--- src/rtl/fetch_unit.sv ---
// fetch_unit: instruction-fetch front end.
// Issues sequential word fetches to a variable-latency instruction memory
// (valid/ready request, in-order unthrottled response), tags each live
// request with its PC and buffers returned instructions in a prefetch FIFO.
// A redirect flushes the FIFO and turns every in-flight request into a
// discard credit, so stale responses are dropped without being written.
//
// Ports:
//   clk, rst_n             clock, synchronous active-low reset
//   imem_req_valid/ready   fetch request handshake, imem_req_addr = fetch PC
//   imem_rsp_valid/data    in-order instruction response
//   redirect_valid/pc      restart fetch at a new PC, flushing everything
//   out_valid/ready        consumer handshake on the FIFO head
//   out_instr/pc/pc_plus_four  head instruction, its PC and PC+4
module fetch_unit #(
    parameter int                 XLEN            = 32,
    parameter logic [XLEN-1:0]    RESET_PC        = '0,
    parameter int                 FIFO_DEPTH      = 4,
    parameter int                 MAX_OUTSTANDING = 2
) (
    input  logic            clk,
    input  logic            rst_n,
    output logic            imem_req_valid,
    input  logic            imem_req_ready,
    output logic [XLEN-1:0] imem_req_addr,
    input  logic            imem_rsp_valid,
    input  logic [31:0]     imem_rsp_data,
    input  logic            redirect_valid,
    input  logic [XLEN-1:0] redirect_pc,
    output logic            out_valid,
    input  logic            out_ready,
    output logic [31:0]     out_instr,
    output logic [XLEN-1:0] out_pc,
    output logic [XLEN-1:0] out_pc_plus_four
);

    localparam int FA_W  = $clog2(FIFO_DEPTH);
    localparam int FC_W  = $clog2(FIFO_DEPTH + 1);
    localparam int OC_W  = $clog2(MAX_OUTSTANDING + 1);
    localparam int TI_W  = (MAX_OUTSTANDING > 1) ? $clog2(MAX_OUTSTANDING) : 1;
    localparam int SUM_W = ((FC_W > OC_W) ? FC_W : OC_W) + 1;

    // Tag queue depth need not be a power of two, so wrap explicitly.
    function automatic logic [TI_W-1:0] tag_inc(input logic [TI_W-1:0] p);
        return (p == TI_W'(MAX_OUTSTANDING - 1)) ? '0 : p + 1'b1;
    endfunction

    logic [XLEN-1:0] fetch_pc_q, fetch_pc_d;

    logic [31:0]     fifo_instr_q [FIFO_DEPTH];
    logic [XLEN-1:0] fifo_pc_q    [FIFO_DEPTH];
    logic [FA_W-1:0] fifo_wr_q, fifo_wr_d;
    logic [FA_W-1:0] fifo_rd_q, fifo_rd_d;
    logic [FC_W-1:0] fifo_cnt_q, fifo_cnt_d;

    logic [XLEN-1:0] tag_q [MAX_OUTSTANDING];
    logic [TI_W-1:0] tag_wr_q, tag_wr_d;
    logic [TI_W-1:0] tag_rd_q, tag_rd_d;

    // live: requests whose response will be kept; discard: responses owed
    // to requests issued before the last redirect.
    logic [OC_W-1:0] live_cnt_q, live_cnt_d;
    logic [OC_W-1:0] discard_cnt_q, discard_cnt_d;

    logic [SUM_W-1:0] inflight;
    logic             credit_ok, space_ok;
    logic             acc, rsp_ok, rsp_keep, rsp_disc, pop;

    // Request gating uses registered state only.
    assign inflight  = SUM_W'(live_cnt_q) + SUM_W'(discard_cnt_q);
    assign credit_ok = inflight < SUM_W'(MAX_OUTSTANDING);
    assign space_ok  = (SUM_W'(fifo_cnt_q) + SUM_W'(live_cnt_q)) < SUM_W'(FIFO_DEPTH);

    assign imem_req_valid = rst_n && credit_ok && space_ok;
    assign imem_req_addr  = fetch_pc_q;

    assign acc      = imem_req_valid && imem_req_ready;
    // A response with nothing outstanding is a protocol error: ignore it.
    assign rsp_ok   = imem_rsp_valid && (inflight != '0);
    assign rsp_disc = rsp_ok && (discard_cnt_q != '0);
    assign rsp_keep = rsp_ok && (discard_cnt_q == '0) && !redirect_valid;
    assign pop      = out_valid && out_ready && !redirect_valid;

    always_comb begin
        fetch_pc_d    = fetch_pc_q;
        fifo_wr_d     = fifo_wr_q;
        fifo_rd_d     = fifo_rd_q;
        fifo_cnt_d    = fifo_cnt_q;
        tag_wr_d      = tag_wr_q;
        tag_rd_d      = tag_rd_q;
        live_cnt_d    = live_cnt_q;
        discard_cnt_d = discard_cnt_q;

        if (acc)
            fetch_pc_d = fetch_pc_q + XLEN'(4);

        if (redirect_valid) begin
            fetch_pc_d    = redirect_pc;
            fifo_wr_d     = '0;
            fifo_rd_d     = '0;
            fifo_cnt_d    = '0;
            tag_wr_d      = '0;
            tag_rd_d      = '0;
            live_cnt_d    = '0;
            // Every outstanding request, including one accepted now, becomes
            // a discard; a response arriving now retires one of them.
            discard_cnt_d = discard_cnt_q + live_cnt_q + OC_W'(acc) - OC_W'(rsp_ok);
        end else begin
            if (acc)
                tag_wr_d = tag_inc(tag_wr_q);
            if (rsp_keep) begin
                tag_rd_d  = tag_inc(tag_rd_q);
                fifo_wr_d = fifo_wr_q + 1'b1;
            end
            if (pop)
                fifo_rd_d = fifo_rd_q + 1'b1;
            live_cnt_d    = live_cnt_q + OC_W'(acc) - OC_W'(rsp_keep);
            discard_cnt_d = discard_cnt_q - OC_W'(rsp_disc);
            fifo_cnt_d    = fifo_cnt_q + FC_W'(rsp_keep) - FC_W'(pop);
        end
    end

    always_ff @(posedge clk) begin
        if (!rst_n) begin
            fetch_pc_q    <= RESET_PC;
            fifo_wr_q     <= '0;
            fifo_rd_q     <= '0;
            fifo_cnt_q    <= '0;
            tag_wr_q      <= '0;
            tag_rd_q      <= '0;
            live_cnt_q    <= '0;
            discard_cnt_q <= '0;
        end else begin
            fetch_pc_q    <= fetch_pc_d;
            fifo_wr_q     <= fifo_wr_d;
            fifo_rd_q     <= fifo_rd_d;
            fifo_cnt_q    <= fifo_cnt_d;
            tag_wr_q      <= tag_wr_d;
            tag_rd_q      <= tag_rd_d;
            live_cnt_q    <= live_cnt_d;
            discard_cnt_q <= discard_cnt_d;
        end
    end

    // Storage needs no reset; occupancy is tracked by the pointers above.
    always_ff @(posedge clk) begin
        if (rst_n && acc && !redirect_valid)
            tag_q[tag_wr_q] <= fetch_pc_q;
        if (rst_n && rsp_keep) begin
            fifo_instr_q[fifo_wr_q] <= imem_rsp_data;
            fifo_pc_q[fifo_wr_q]    <= tag_q[tag_rd_q];
        end
    end

    // No bypass: a response becomes visible the cycle after it is written.
    assign out_valid        = rst_n && (fifo_cnt_q != '0);
    assign out_instr        = fifo_instr_q[fifo_rd_q];
    assign out_pc           = fifo_pc_q[fifo_rd_q];
    assign out_pc_plus_four = out_pc + XLEN'(4);

endmodule
--- config.mk ---
export PLATFORM = sky130hd
export DESIGN_NAME = fetch_unit
export DESIGN_NICKNAME = d
export VERILOG_FILES = /design/src/rtl/fetch_unit.sv
export SDC_FILE = /design/constraint.sdc
export NUM_CORES = 1
export LEC_CHECK = 0
export BUFFER_PORTS_ARGS = -buffer_cell sky130_fd_sc_hd__buf_2
export CORE_MARGIN = 2
export CORE_UTILIZATION = 40
export DETAILED_ROUTE_END_ITERATION = 10
export GPL_ROUTABILITY_DRIVEN = 0
export PLACE_DENSITY = 0.64
export SETUP_SLACK_MARGIN = 0.15
export SYNTH_ARGS = -nofsm -noshare
export SYNTH_HDL_FRONTEND = slang
export SYNTH_SLANG_ARGS = --single-unit
export TNS_END_PERCENT = 5
--- constraint.sdc ---
create_clock -name clk -period 7.8 [get_ports clk]
set_input_delay 1.17 -clock clk [delete_from_list [all_inputs] [get_ports clk]]
set_output_delay 1.17 -clock clk [all_outputs]
set_load 0.005 [all_outputs]
# Yosys cells after proc, flatten, opt, wreduce, memory -nomap -nowiden
# Memories as Yosys holds them, arrays and structs flattened. A register that Yosys moved wholly into a read port is not among the register bits.
# Index checks and enable logic that the tools add are counted.
dict set report totals {
  n_memories 3
  out_inout_bits 130
  ramBits 320
  regBits 45
  inputBits 70
  word_cells 65
}
# memory words word_bits read_ports rd_clocked_by_memory_dff wr line
set mem_list {}
lappend mem_list {fifo_instr_q 4 32 1 1 1 50} ;# logic [31:0] fifo_instr_q [FIFO_DEPTH];
lappend mem_list {fifo_pc_q 4 32 1 1 1 51} ;# logic [XLEN-1:0] fifo_pc_q [FIFO_DEPTH];
lappend mem_list {tag_q 2 32 1 1 1 56} ;# logic [XLEN-1:0] tag_q [MAX_OUTSTANDING];
dict set report op_classes {
  magnitude_cmp 2
  reduce_logical 20
  n_bitwise 1
  muxes 15
  addsub 16
}
# cell n
set ops {}
lappend ops {{$add A32 B3 Y32 const B} 2}
lappend ops {{$mux W32} 2}
lappend ops {{$logic_and A1 B1 Y1} 13}
lappend ops {{$mux W2} 5}
lappend ops {{$mux W1} 8}
lappend ops {{$sub A2 B1 Y2} 3}
lappend ops {{$add A2 B1 Y2} 2}
lappend ops {{$add A2 B1 Y2 const B} 2}
lappend ops {{$add A3 B2 Y4} 1}
lappend ops {{$lt A4 B3 Y1 const B} 1}
lappend ops {{$reduce_bool A2 Y1} 2}
lappend ops {{$reduce_bool A4 Y1} 1}
lappend ops {{$add A2 B2 Y3} 1}
lappend ops {{$add A3 B1 Y3} 1}
lappend ops {{$lt A3 B2 Y1 const B} 1}
lappend ops {{$reduce_bool A3 Y1} 1}
lappend ops {{$sub A3 B1 Y3} 1}
lappend ops {{$add A1 B1 Y1 const B} 2}
lappend ops {{$add A2 B2 Y2} 1}
lappend ops {{$logic_not A2 Y1} 1}
lappend ops {{$reduce_or A2 Y1} 1}
lappend ops {{$logic_not A1 Y1} 1}
lappend ops {{$not A1 Y1} 1}

# Depth between registers and ports, before layout
dict set report logic_depth {
  depth_word 9
  ltp_mapped 14
  ltp_nobuf 14
}

# Worst setup path after synthesis
# OpenSTA, ideal clock, no wires.
dict set report synth_path {
  path_type {input to register}
  from {input port redirect_valid}
  to {memory tag_q[0][0] (enable)}
  setup_slack_ps 3480
  path_buffers 2
  arrival_ps 3859
  stages 3
  required_ps 7339
  cell_sequence {buf_1 -> clkbuf_1 -> nor3_1}
}
dict set report synth_via {
  elab_chain_len 4
}
# element line
set synth_lines {}
lappend synth_lines {{start, declared} 28} ;# input logic redirect_valid,
lappend synth_lines {{$logic_not A1 Y1} 147} ;# if (rst_n && acc && !redirect_valid)
lappend synth_lines {{$logic_and A1 B1 Y1} 147}
lappend synth_lines {{$mux W1} 147}
lappend synth_lines {{$mux W1 (not written as such)} 148} ;# tag_q[tag_wr_q] <= fetch_pc_q;
lappend synth_lines {{end, declared} 56}
# No other way between the ends.

==> results.sh <==
export IMPL_remaining_drc_errors=0
export IMPL_critPathArrivalTime_ps=3860
export IMPL_power_leakage_nw=6.131
export IMPL_min_period_ps=5033
export IMPL_synth_area_mm2=0.01480
export IMPL_htree_levels=2
export IMPL_tightest_slew_ps=1058
export IMPL_grt_max_degree=65
export IMPL_wl_met3_um=1476
export IMPL_post_cts_buffers=0
export IMPL_initial_core_util=0.4052
export IMPL_antenna_found_initial=0
export IMPL_port_buffers=199
export IMPL_core_area_mm2=0.03652
export IMPL_wl_met1_um=14370
export IMPL_first_pass_iters=5
export IMPL_critPathKind="flip-flop to output port"
export IMPL_cts_tree="done"
export IMPL_avgSynthCellArea_um2=18.00
export IMPL_synth_top_family_by_area="multiplexers"
export IMPL_synthArstFlopShare=0
export IMPL_drt_initial_drc_count=454
export IMPL_synth_top_area_share=0.6493
export IMPL_drv_slew=0
export IMPL_clkSinkCount=368
export IMPL_vias_per_cell=5.134
export IMPL_met2_length_um=14810
export IMPL_hold_viol_final=0
export IMPL_synth_ff_type="edfxtp_1"
export IMPL_io_pins=200
export IMPL_yosysMostFrequentCell="edfxtp_1"
export IMPL_max_stage_delay_ps=720
export IMPL_dpl_hpwl_um=19610
export IMPL_insertion_delay_ps=530
export IMPL_wl_per_cell_um=20.37
export IMPL_dieArea_mm2=0.03855
export IMPL_max_slew_margin=0.2944
export IMPL_track_usage=0.1614
export IMPL_flow_area_growth_from_synthesis_pct=18.33
export IMPL_drt_wl_total_um=31210
export IMPL_yosys_area_share_xor_xnor=0.04143
export IMPL_vias=7865
export IMPL_clock_path_buffers=3
export IMPL_power_density_mw_per_mm2=246.1
export IMPL_clkTransAtPathRegs_ps=60
export IMPL_cts_root_buf="clkbuf_16"
export IMPL_peakVddDrop_v=0.0001557
export IMPL_synth_compound_area_frac=0.02207
export IMPL_grt_pass1_vias=7955
export IMPL_cap_violations=0
export IMPL_setup_tns_final_ps=0
export IMPL_ys_seq_area_frac=0.7142
export IMPL_synth_area_mux_share=0.1256
export IMPL_min_period_over_period=0.6453
export IMPL_antennaDiodeCount=0
export IMPL_nets=1121
export IMPL_num_rows=70
export IMPL_dp_cells=1461
export IMPL_top_layer="met4"
export IMPL_cts_hold_fix_buffers=0
export IMPL_hold_ws_ps=496.2
export IMPL_ys_ff_latch=368
export IMPL_grt_pass1_wl_um=47040
export IMPL_instances_no_fill=1532
export IMPL_cp_max_fo=39
export IMPL_finalClockSkew_ps=18.78
export IMPL_synthCells=822
export IMPL_critPathLaunchType="flip-flop"
export IMPL_cp_required_ps=6630
export IMPL_numCtsBuffers=39
export IMPL_synthTopCellsByCount="320 x edfxtp_1, 54 x mux4_2, 48 x dfxtp_1, 41 x xnor2_1, 40 x nand2_1"
export IMPL_ctsResizeCount=0
export IMPL_hp_class="flip-flop to flip-flop"
export IMPL_cp_slowest_cell="buf_4"
export IMPL_fmax_mhz=198.7
export IMPL_synthAdderAreaFrac=0.01539
export IMPL_synthSimpleGateAreaFrac=0.06316
export IMPL_ys_warn_count=0
export IMPL_yosysTopAreaCell="edfxtp_1"
export IMPL_gr_total_overflow=0
export IMPL_rsz0062_at_grt="false"
export IMPL_drtAntennaViolNets=0
export IMPL_setup_viol=0
export IMPL_die_w_um=196.4
export IMPL_die_h_um=196.4
export IMPL_synth_nets=909
export IMPL_drive_above_1_share=0.3412
export IMPL_status="finished clean"
export IMPL_cp_end_kind="output port"
export IMPL_synth_cell_types=49
export IMPL_yosys_top_cells_area="edfxtp_1 65%, mux4_2 8.2%, dfxtp_1 6.5%"
export IMPL_synth_edf_count=320
export IMPL_path_cells="buf_4 > mux4_1 > and3_1 > nand4_2 > or2_1 > nand2b_1 > xnor2_1 > buf_2"
final timing paths:
path,startpoint,end,slack (ps),cells after the start
hold reg to reg,fifo_wr_q[1]$_SDFFE_PP0N_,fifo_wr_q[1]$_SDFFE_PP0N_,500,2
setup / recovery,flip-flop,out_pc_plus_four[27],2770,8
setup reg to reg,live_cnt_q[0]$_SDFF_PP0_,fifo_cnt_q[2]$_SDFF_PP0_,4170,14
hold / removal,fifo_wr_q[1]$_SDFFE_PP0N_,fifo_wr_q[1]$_SDFFE_PP0N_,500,2
placed cells by master (no fill, tap or decap), types with 21 or more instances in the layout:
cell / Yosys / routed
mux2_2: 32 / 32
nand2_1: 40 / 40
buf_2: 6 / 199
dfxtp_1: 48 / 46
xnor2_1: 41 / 41
mux4_2: 54 / 54
o21ai_0: 21 / 21
xor2_1: 29 / 29
clkbuf_16: 0 / 39
nand3_1: 23 / 23
edfxtp_1: 320 / 320
kinds of logic after synthesis:
kind of cell	Yosys count
xor gates and xnor gates	70
buffers and inverters	54
AOI/OAI and AO/OA	51
muxes	98
and+or+nand+nor	164
DFF	368
adders and majority gates	17
per-stage QoR:
step                setup WS [ps]    util  cell area (µm²)  power, mW
finish                       2767  0.4795            17510      4.309
global route                 2425  0.4795            17510      4.470
CTS                          2546  0.4795            17510      4.357
detailed placement           3107  0.4457            16280      2.568
global placement             3164  0.4457            16280      2.562
floorplan                    3480       -            14800      2.441
sequential cells by signal, indices dropped and copies added, names as in the netlist, named ones only:
name,flops
fifo_cnt_q,3
fifo_wr_q,2
tag_rd_q,1
tag_q,64
imem_req_addr,32
fifo_instr_q,128
fifo_rd_q,2
discard_cnt_q,2
live_cnt_q,2
fifo_pc_q,128
tag_wr_q,1
final cells by class:
cell class | instances | area [µm²]
multi-input combinational | 400 | 3993
inverter | 18 | 67.56
clock inverter | 23 | 222.7
clock buffer | 48 | 1010
tap | 468 | 585.6
timing repair buffer | 207 | 1056
fill | 3102 | 19010
sequential | 368 | 10580
metal layers:
layer | up-vias | track usage
met3 | 46 | 0.02721
met4 | 0 | 0.03956
met2 | 221 | 0.2644
li1 | 3634 | -
met1 | 3964 | 0.2263
met5 | - | 0
power by group:
part | switching [mW] | internal (mW)
registers | 0.0367 | 2.20
clock network | 0.729 | 1.06
logic | 0.159 | 0.127
critical path, delay by kind of cell (launching register included):
family | cells | cell delay, ps
simple gates | 4 | 960
buf+inv | 2 | 850
mux | 1 | 710
flops | 1 | 680
xor+xnor | 1 | 110
Note: power is estimated with default switching activity, not from simulation.
